$ cat src/rtl/ball_sched.sv
// ball_sched: per-frame motion sequencer for three balls with wall and paddle collisions.
// Optional feature macro PAUSE_EN adds a pause input that holds off new sweeps while high.
module ball_sched #(
  parameter int unsigned TOP_MARGIN     = 25,
  parameter int unsigned BOTTOM_EDGE    = 479,
  parameter int unsigned PADDLE_LEN     = 72,
  parameter int unsigned INIT_X         = 316,
  parameter int unsigned INIT_Y0        = 100,
  parameter int unsigned HITS_PER_LEVEL = 4
) (
  input  logic       clk,
  input  logic       rst_n,
  input  logic       start,
  input  logic       frame_tick,
`ifdef PAUSE_EN
  input  logic       pause,
`endif
  input  logic [9:0] paddle1_y,
  input  logic [9:0] paddle2_y,
  output logic [9:0] ball_x_0,
  output logic [9:0] ball_x_1,
  output logic [9:0] ball_x_2,
  output logic [9:0] ball_y_0,
  output logic [9:0] ball_y_1,
  output logic [9:0] ball_y_2,
  output logic [3:0] ball_speed,
  output logic       game_over,
  output logic       busy
);

  localparam int unsigned PW            = 10;
  localparam int unsigned CW            = 11;
  localparam int unsigned SW            = 4;
  localparam int unsigned HW            = $clog2(HITS_PER_LEVEL + 1);
  localparam int unsigned BALL_SPAN     = 7;
  localparam int unsigned Y_STEP        = 120;
  localparam int unsigned LEFT_HIT_X    = 40;
  localparam int unsigned LEFT_MISS_X   = 32;
  localparam int unsigned LEFT_BOUNCE_X = 41;
  localparam int unsigned RIGHT_HIT_X   = 592;
  localparam int unsigned RIGHT_MISS_X  = 600;
  localparam int unsigned SPEED_INIT    = 2;
  localparam int unsigned SPEED_MAX     = 5;

  localparam logic [2:0][PW-1:0] INIT_XS = {3{PW'(INIT_X)}};
  localparam logic [2:0][PW-1:0] INIT_YS = {PW'(INIT_Y0 + 2 * Y_STEP),
                                            PW'(INIT_Y0 + Y_STEP),
                                            PW'(INIT_Y0)};
  // Bit k is ball k: ball0 right/down, ball1 left/down, ball2 right/up.
  localparam logic [2:0] INIT_RIGHT = 3'b101;
  localparam logic [2:0] INIT_DOWN  = 3'b011;

  typedef enum logic [2:0] {
    S_IDLE,
    S_WAIT,
    S_UPD0,
    S_UPD1,
    S_UPD2,
    S_OVER
  } state_e;

  state_e                state_q;
  logic [2:0][PW-1:0]    bx_q;
  logic [2:0][PW-1:0]    by_q;
  logic [2:0]            right_q;
  logic [2:0]            down_q;
  logic [SW-1:0]         speed_q;
  logic [SW-1:0]         cur_s_q;
  logic [HW-1:0]         hits_q;
  logic                  game_over_q;
  logic                  busy_q;

  logic                  tick_ok;
  logic [1:0]            idx;
  logic [CW-1:0]         step;
  logic [CW-1:0]         x_cur;
  logic [CW-1:0]         y_cur;
  logic [CW-1:0]         p1_top;
  logic [CW-1:0]         p2_top;
  logic                  ov1;
  logic                  ov2;
  logic [CW-1:0]         x_d;
  logic [CW-1:0]         y_d;
  logic                  right_d;
  logic                  down_d;
  logic                  hit;
  logic                  miss;
  logic [HW-1:0]         hits_d;
  logic [SW-1:0]         speed_d;

`ifdef PAUSE_EN
  assign tick_ok = frame_tick & ~pause;
`else
  assign tick_ok = frame_tick;
`endif

  // Ball selected by the current update state.
  always_comb begin
    idx = 2'd0;
    case (state_q)
      S_UPD1:  idx = 2'd1;
      S_UPD2:  idx = 2'd2;
      default: idx = 2'd0;
    endcase
  end

  assign step   = CW'(cur_s_q);
  assign x_cur  = CW'(bx_q[idx]);
  assign y_cur  = CW'(by_q[idx]);
  assign p1_top = CW'(paddle1_y) + CW'(TOP_MARGIN);
  assign p2_top = CW'(paddle2_y) + CW'(TOP_MARGIN);
  assign ov1    = (y_cur + CW'(BALL_SPAN) >= p1_top) && (y_cur <= p1_top + CW'(PADDLE_LEN));
  assign ov2    = (y_cur + CW'(BALL_SPAN) >= p2_top) && (y_cur <= p2_top + CW'(PADDLE_LEN));

  // Vertical motion with top/bottom wall bounce.
  always_comb begin
    y_d    = y_cur;
    down_d = down_q[idx];
    if (down_q[idx]) begin
      if (y_cur + step + CW'(BALL_SPAN) >= CW'(BOTTOM_EDGE)) begin
        y_d    = CW'(BOTTOM_EDGE - BALL_SPAN);
        down_d = 1'b0;
      end else begin
        y_d = y_cur + step;
      end
    end else if (y_cur <= CW'(TOP_MARGIN) + step) begin
      y_d    = CW'(TOP_MARGIN);
      down_d = 1'b1;
    end else begin
      y_d = y_cur - step;
    end
  end

  // Horizontal motion: paddle hit takes priority over a miss.
  always_comb begin
    x_d     = x_cur;
    right_d = right_q[idx];
    hit     = 1'b0;
    miss    = 1'b0;
    if (!right_q[idx]) begin
      if ((x_cur <= CW'(LEFT_HIT_X) + step) && ov1) begin
        x_d     = CW'(LEFT_BOUNCE_X);
        right_d = 1'b1;
        hit     = 1'b1;
      end else if (x_cur < CW'(LEFT_MISS_X) + step) begin
        miss = 1'b1;
      end else begin
        x_d = x_cur - step;
      end
    end else begin
      if ((x_cur + step >= CW'(RIGHT_HIT_X)) && ov2) begin
        x_d     = CW'(RIGHT_HIT_X);
        right_d = 1'b0;
        hit     = 1'b1;
      end else if (x_cur + step > CW'(RIGHT_MISS_X)) begin
        miss = 1'b1;
      end else begin
        x_d = x_cur + step;
      end
    end
  end

  // Hit counting and speed level, saturating at the top level.
  always_comb begin
    hits_d  = hits_q;
    speed_d = speed_q;
    if (hit) begin
      if (hits_q + HW'(1) == HW'(HITS_PER_LEVEL)) begin
        hits_d = '0;
        if (speed_q < SW'(SPEED_MAX)) begin
          speed_d = speed_q + SW'(1);
        end
      end else begin
        hits_d = hits_q + HW'(1);
      end
    end
  end

  always_ff @(posedge clk or negedge rst_n) begin
    if (!rst_n) begin
      state_q     <= S_IDLE;
      bx_q        <= INIT_XS;
      by_q        <= INIT_YS;
      right_q     <= INIT_RIGHT;
      down_q      <= INIT_DOWN;
      speed_q     <= SW'(SPEED_INIT);
      cur_s_q     <= SW'(SPEED_INIT);
      hits_q      <= '0;
      game_over_q <= 1'b0;
      busy_q      <= 1'b0;
    end else begin
      case (state_q)
        S_IDLE, S_OVER: begin
          if (start) begin
            state_q     <= S_WAIT;
            bx_q        <= INIT_XS;
            by_q        <= INIT_YS;
            right_q     <= INIT_RIGHT;
            down_q      <= INIT_DOWN;
            speed_q     <= SW'(SPEED_INIT);
            hits_q      <= '0;
            game_over_q <= 1'b0;
          end
        end
        S_WAIT: begin
          if (tick_ok) begin
            cur_s_q <= speed_q;
            busy_q  <= 1'b1;
            state_q <= S_UPD0;
          end
        end
        S_UPD0, S_UPD1, S_UPD2: begin
          if (miss) begin
            game_over_q <= 1'b1;
            busy_q      <= 1'b0;
            state_q     <= S_OVER;
          end else begin
            bx_q[idx]    <= PW'(x_d);
            by_q[idx]    <= PW'(y_d);
            right_q[idx] <= right_d;
            down_q[idx]  <= down_d;
            hits_q       <= hits_d;
            speed_q      <= speed_d;
            if (state_q == S_UPD2) begin
              busy_q  <= 1'b0;
              state_q <= S_WAIT;
            end else begin
              state_q <= (state_q == S_UPD0) ? S_UPD1 : S_UPD2;
            end
          end
        end
        default: state_q <= S_IDLE;
      endcase
    end
  end

  assign ball_x_0   = bx_q[0];
  assign ball_x_1   = bx_q[1];
  assign ball_x_2   = bx_q[2];
  assign ball_y_0   = by_q[0];
  assign ball_y_1   = by_q[1];
  assign ball_y_2   = by_q[2];
  assign ball_speed = speed_q;
  assign game_over  = game_over_q;
  assign busy       = busy_q;

endmodule

$ cat config.mk
export PLATFORM = sky130hd
export DESIGN_NAME = ball_sched
export DESIGN_NICKNAME = d
export VERILOG_FILES = /design/src/rtl/ball_sched.sv
export SDC_FILE = /design/constraint.sdc
export NUM_CORES = 1
export LEC_CHECK = 0
export BUFFER_PORTS_ARGS = -buffer_cell sky130_fd_sc_hd__buf_2
export CORE_MARGIN = 4
export CORE_UTILIZATION = 45
export CTS_CLUSTER_DIAMETER = 150
export DETAILED_ROUTE_END_ITERATION = 7
export MAX_ROUTING_LAYER = met4
export PLACE_DENSITY = 0.64
export SYNTH_ARGS = -nofsm -noshare
export SYNTH_HDL_FRONTEND = slang
export SYNTH_SLANG_ARGS = --single-unit
export TNS_END_PERCENT = 1
$ cat constraint.sdc
create_clock -name clk -period 6.2 [get_ports clk]
set_clock_uncertainty 0.2 [all_clocks]
set_input_delay 1.24 -clock clk [delete_from_list [all_inputs] [get_ports clk]]
set_output_delay 1.24 -clock clk [all_outputs]
set_load 0.02 [all_outputs]
After elaboration in Yosys (flattened, before gate mapping)
Index checks and enable logic that the tools add are counted.

word-level totals
  register bits after elaboration = 82
  input bits = 24
  logic and storage cells = 147

cells by class
  $add $sub $neg = 15
  magnitude comparators = 13
  eq/ne operators = 14
  muxes and demuxes = 74
  reductions and logical operators = 17

operators with widths
  operator                 count
  $mux W30                 4
  $pmux W30 S2             2
  $mux W10                 11
  $bwmux W30               2
  $bmux W10 S2             2
  $mux W3                  13
  $add A10 B4 Y11          2
  $add A10 B5 Y11 const B  2
  $add A11 B7 Y11 const B  2
  $ge A11 B11 Y1           2
  $le A10 B11 Y1           2
  $mux W1                  21
  $demux W10 S2            1
  $mux W4                  5
  $sub A10 B4 Y10          2
  $pmux W3 S2              3
  $add A6 B4 Y7 const A    2
  $ne A2 B2 Y1 const B     7
  $add A10 B3 Y11 const B  1
  $add A11 B3 Y11 const B  1
  $ge A11 B10 Y1 const B   1
  $ge A11 B9 Y1 const B    1
  $gt A11 B10 Y1 const B   1
  $le A10 B6 Y1            1
  28 further kinds         42

Longest topological paths before layout
  depth after elaboration = 13
  mapped depth = 25

Worst setup path after synthesis
OpenSTA, ideal clock, no wires.

  kind = in2reg
  from = input paddle2_y[0]
  to = register hits_q[1]
  setup time = 0.125 ns
  data arrival time = 4.944 ns
  data required time = 5.875 ns
  path slack = 0.931 ns
  stages on the path = 16
  path through = ha_1 a21oi_1 a21o_1 xor2_1 a21boi_0 nor3_1 xor2_1 ha_1 a211oi_1 o211a_1 a2111oi_0 a211o_1 a211o_4 a211oi_2 or2_2 mux2_2

between the ends
  word-level cells in the longest chain between the ends = 9
  elaborated cells on any way between the ends = 13
  classes of those cells = 2 x add/sub; 2 x order compare; 2 x eq/ne; 4 x mux; 3 x reduce/logical

ends and longest elaborated chain
  item                             line  source
  start: declaration               19    input logic [9:0] paddle2_y,
  $add A10 B5 Y11 (*)              111   assign p2_top = CW'(paddle2_y) + CW'(TOP_MARGIN);
  $add A11 B7 Y11                  113   assign ov2 = (y_cur + CW'(BALL_SPAN) >= p2_top) && (y_cur <= p2_top + CW'(PADDLE_LEN));
  $le A10 B11 Y1                   113
  $logic_and A1 B1 Y1 (*)          113
  $logic_and A1 B1 Y1 (*)          151   if ((x_cur + step >= CW'(RIGHT_HIT_X)) && ov2) begin
  $mux W1                          151
  $mux W1                          140   if (!right_q[idx]) begin
  $ne A2 B2 Y1 (no line)           -
  $reduce_and A4 Y1 (no line) (*)  -
  end signal: assignment           222   hits_q <= hits_d;
  end: declaration                 69    logic [HW-1:0] hits_q;

Every way passes the cells marked *; elsewhere a longest branch is shown, timed or not.
A chain may end at the register's enable or synchronous reset.

Final worst setup path
  from = register state_q[2]
  to = register bx_q (netlist bit ball_x_1[2])

between the ends
  word-level cells in the longest chain between the ends = 13
  elaborated cells on any way between the ends = 51
  classes of those cells = 3 x add/sub; 10 x order compare; 6 x eq/ne; 22 x mux; 10 x reduce/logical

ends and longest elaborated chain
  item                                                 line      source
  start: declaration                                   62        state_e state_q;
  start signal: assignment                             228       state_q <= (state_q == S_UPD0) ? S_UPD1 : S_UPD2;
  $eq A3 B3 Y1 / $eq A3 B2 Y1 (equally long branches)  100, 192
  $pmux W2 S2                                          100       case (state_q)
  $bmux W10 S2                                         109       assign y_cur = CW'(by_q[idx]);
  $mux W10 (not written as such)                       109
  $add A10 B3 Y11                                      112, 113
  $ge A11 B11 Y1 (on tied branches)                    112, 113
  $logic_and A1 B1 Y1 (on tied branches)               112, 113
  $logic_and A1 B1 Y1 (on tied branches)               141, 151
  $mux W10 (on tied branches)                          141, 151
  $mux W10                                             140
  $bwmux W30                                           218       bx_q[idx] <= PW'(x_d);
  $mux W30                                             213       if (miss) begin
  $pmux W30 S2                                         192       case (state_q)
  end signal: indexed assignment                       218
  end: declaration                                     63        logic [2:0][PW-1:0] bx_q;

Parallel ways exist; a longest one is shown, timed or not. The select of a mux whose other input is x is not followed.

==> impl_metrics.json <==
{
  "syn_area_um2": 8210,
  "pwr-share-comb_pct": 73.3,
  "fin_tns_setup_ns": 0,
  "finalPower_uw": 5610,
  "synth_seq_area_share_pct": 25.5,
  "power_switching_uw": 3060,
  "drc": 0,
  "worstPathCellList": "buf_4 -> or3b_4 -> buf_4 -> o22ai_1 -> a21oi_1 -> ha_1 -> inv_1 -> fa_1 -> o21ba_2 -> o21ai_1 -> buf_4 -> nand3_2 -> xnor2_1 -> a32oi_1 -> a211oi_1 -> a211o_4 -> nand2_1 -> o32ai_4 -> buf_4 -> mux2_2",
  "drt-total-wl_mm": 25.5,
  "coreArea_um2": 18000,
  "syn-num-nets": 1052,
  "synth-edff-count": 0,
  "synth_seq_cells": 82,
  "hold_path_class": "register to register",
  "met1_usage_pct": 38.2,
  "p_sw_share_pct": 54.5,
  "slew_headroom_pct": 17.3,
  "use_met3_pct": 3.08,
  "die_x_um": 143,
  "synth_fa_ha_area_share_pct": 12.9,
  "synthArstFlopShare_pct": 100,
  "critPathMostFrequentCell": "buf_4",
  "die_y_um": 143,
  "setup_viol": 0,
  "dieArea_um2": 20500,
  "yosysUniqueCellTypes": 95,
  "grt_overflow": 0,
  "drt_iter0_drc": 846,
  "antenna_found_initial": 0,
  "clockBufferDepth": 2,
  "clk_latency_ns": 0.35,
  "grt_pass1_wl_mm": 41.1,
  "synth_compound_area_share_pct": 24.3,
  "dpl.hpwl_mm": 19.7,
  "fin_crit_sh_pct": 91.0,
  "required_ns": 6.27,
  "ys_warn_count": 0,
  "slowest_stage": "a211oi_1",
  "antenna_left": 0,
  "grt_pass1_vias": 7386,
  "hold_path_end": "right_q[1]",
  "p_int_uw": 2550,
  "use_met2_pct": 39.0,
  "cts-root-buf": "clkbuf_16",
  "syn_to_final_growth_pct": 13.3,
  "yosys.area_share.simple_pct": 19.1,
  "synth_xor_area_share_pct": 5.65,
  "ctsHoldBuffers": 0,
  "num-nets-final": 1146,
  "p_seq_share_pct": 17.4,
  "syn_avg_cell_area_um2": 8.68,
  "postPlaceCellArea_um2": 9020,
  "cp_num_buf_inv": 5,
  "start_kind": "register",
  "synthCells": 946,
  "slew_viol_final": 0,
  "crit_family": "compound AO/OA/AOI/OAI gates",
  "io_buffers": 89,
  "leakage_uw": 0.00421,
  "cts_setup_buffers": 0,
  "r2r-end": "ball_x_1[2]",
  "rows": 49,
  "arrival_ns": 5.71,
  "final_common_cell": "buf_2",
  "rsz0062_at_grt": "false",
  "stdcell_area_um2": 9310,
  "fillers": 1741,
  "grt_max_degree": 83,
  "layout_common_cells": "buf_2 (88), ha_1 (78), nand2_1 (69), inv_1 (63), nor2_1 (63)",
  "fmax_mhz": 177,
  "critical_path_class": "register to register",
  "synth_top_family_by_area": "compound AO/OA/AOI/OAI gates",
  "wire_per_inst_um": 20.0,
  "critPathMaxFanout": 22,
  "p_clk_share_pct": 9.3,
  "clk_pin_slew_worst_paths_ns": 0.07,
  "slowest_delay_ns": 0.51,
  "num_io_pins": 90,
  "first_pass_iters": 5,
  "ys.flop_type": "dfrtp_1",
  "drive_gt1_share_pct": 20.9,
  "vias": 7801,
  "worst_setup_path_end_kind": "register",
  "status": "complete, no violations",
  "r2r_slack_ns": 0.56,
  "reg2reg_depth": 20,
  "max-cap-violations": 0,
  "initial_core_util_pct": 45.7,
  "h-tree-depth": 3,
  "clock-sinks": 82,
  "grt_use_total_pct": 26.0,
  "hold_violations": 0,
  "timing.rr.start": "state_q[2]",
  "ctsResizeCount": 0,
  "top_usage_layer": "met2",
  "holdCritStartpoint": "right_q[1]",
  "cts_buffers": 9,
  "diodes": 0,
  "pwr_density_cell_nw_per_um2": 603,
  "min_period_ns": 5.64,
  "routabilityCongestion": 0.961,
  "avgViaCountPerCell": 6.12,
  "startpoint": "state_q[2]",
  "cts_tree": "yes",
  "ir_worst_vdd_mv": 0.348,
  "synth.area.mux_share_pct": 7.14,
  "tightest_slew_ns": 1.24,
  "whs_path_depth": 1
}
==> routing by layer <==
metal | routed length (µm) | vias to the layer above
met4 | 333 | 0
li1 | - | 3723
met5 | 0 | -
met2 | 11600 | 274
met1 | 12100 | 3775
met3 | 1510 | 29
==> cell families after synthesis <==
logic type                 Yosys count
and+or+nand+nor                    300
AOI/OAI and AO/OA                  270
buffers and inverters              103
adders and majority gates           82
DFF                                 82
muxes                               56
xor gates and xnor gates            53
==> worst max path at each step <==
stage	end	slack (ns)	depth (start not counted)
finish	ball_x_1[2]	0.56	20
global placement	ball_y_2[0]	0.31	18
CTS	down_q[2]	0.59	18
floorplan	hits_q[1]	0.93	16
global route	ball_x_1[1]	0.21	18
detailed placement	down_q[2]	0.25	18
==> power by group through the flow <==
stage	registers, µW	clock network, µW	logic (µW)
floorplan	1100	0	2670
global placement	978	0	4020
detailed placement	976	0	4040
CTS	971	525	4060
global route	999	547	4520
finish	974	522	4110
==> area by class of cell <==
class	count	area (µm²)	area share, %
Clock inverter	7	61.3	0.659
Tap cell	229	287	3.08
Sequential cell	82	2090	22.5
Multi-Input combinational cell	761	5700	61.2
Clock buffer	9	225	2.42
Inverter	65	244	2.62
Timing Repair Buffer	121	701	7.53
==> through the flow <==
step	worst slack, ns	hold slack (ns)	utilization, %	std cells
6_report	0.556	0.288	51.8	1274
5_1_grt	0.211	0.292	51.8	1274
4_1_cts	0.593	0.286	51.8	1274
3_5_place_dp	0.246	0.268	50.2	1258
3_3_place_gp	0.313	0.267	50.2	1258
2_1_floorplan	0.931	0.248	-	946
==> synth_stat cells (all sizes together) (9+ instances only) <==
cell type / number / area [µm²]
buf: 19 / 126
dfstp: 33 / 867
or3: 13 / 86.3
nand2: 70 / 270
nor3b: 14 / 116
o221ai: 14 / 165
o31ai: 13 / 103
xor2: 14 / 123
a211o: 9 / 87.6
inv: 64 / 240
clkbuf: 19 / 71.3
nor2: 63 / 236
a31oi: 14 / 87.6
ha: 78 / 976
mux2: 21 / 236
o2bb2ai: 11 / 96.3
nor3: 21 / 110
nor2b: 14 / 87.6
dfrtp: 49 / 1230
o21ai: 44 / 220
a21oi: 57 / 293
a21o: 18 / 135
mux2i: 35 / 350
and3: 13 / 81.3
and2: 10 / 62.6
xnor2: 39 / 342
nand3: 30 / 155
nand4: 17 / 106
==> state kept, by name, indices dropped and copies added, names as in the netlist <==
signal and cells:
ball_y_0 10, ball_x_1 10, state_q 3, cur_s_q 4
ball_x_2 10, ball_y_1 10, ball_x_0 10, busy 1
ball_y_2 10, down_q 3, ball_speed 4, right_q 3
game_over 1, hits_q 3
(Power assumes the default switching activity.)
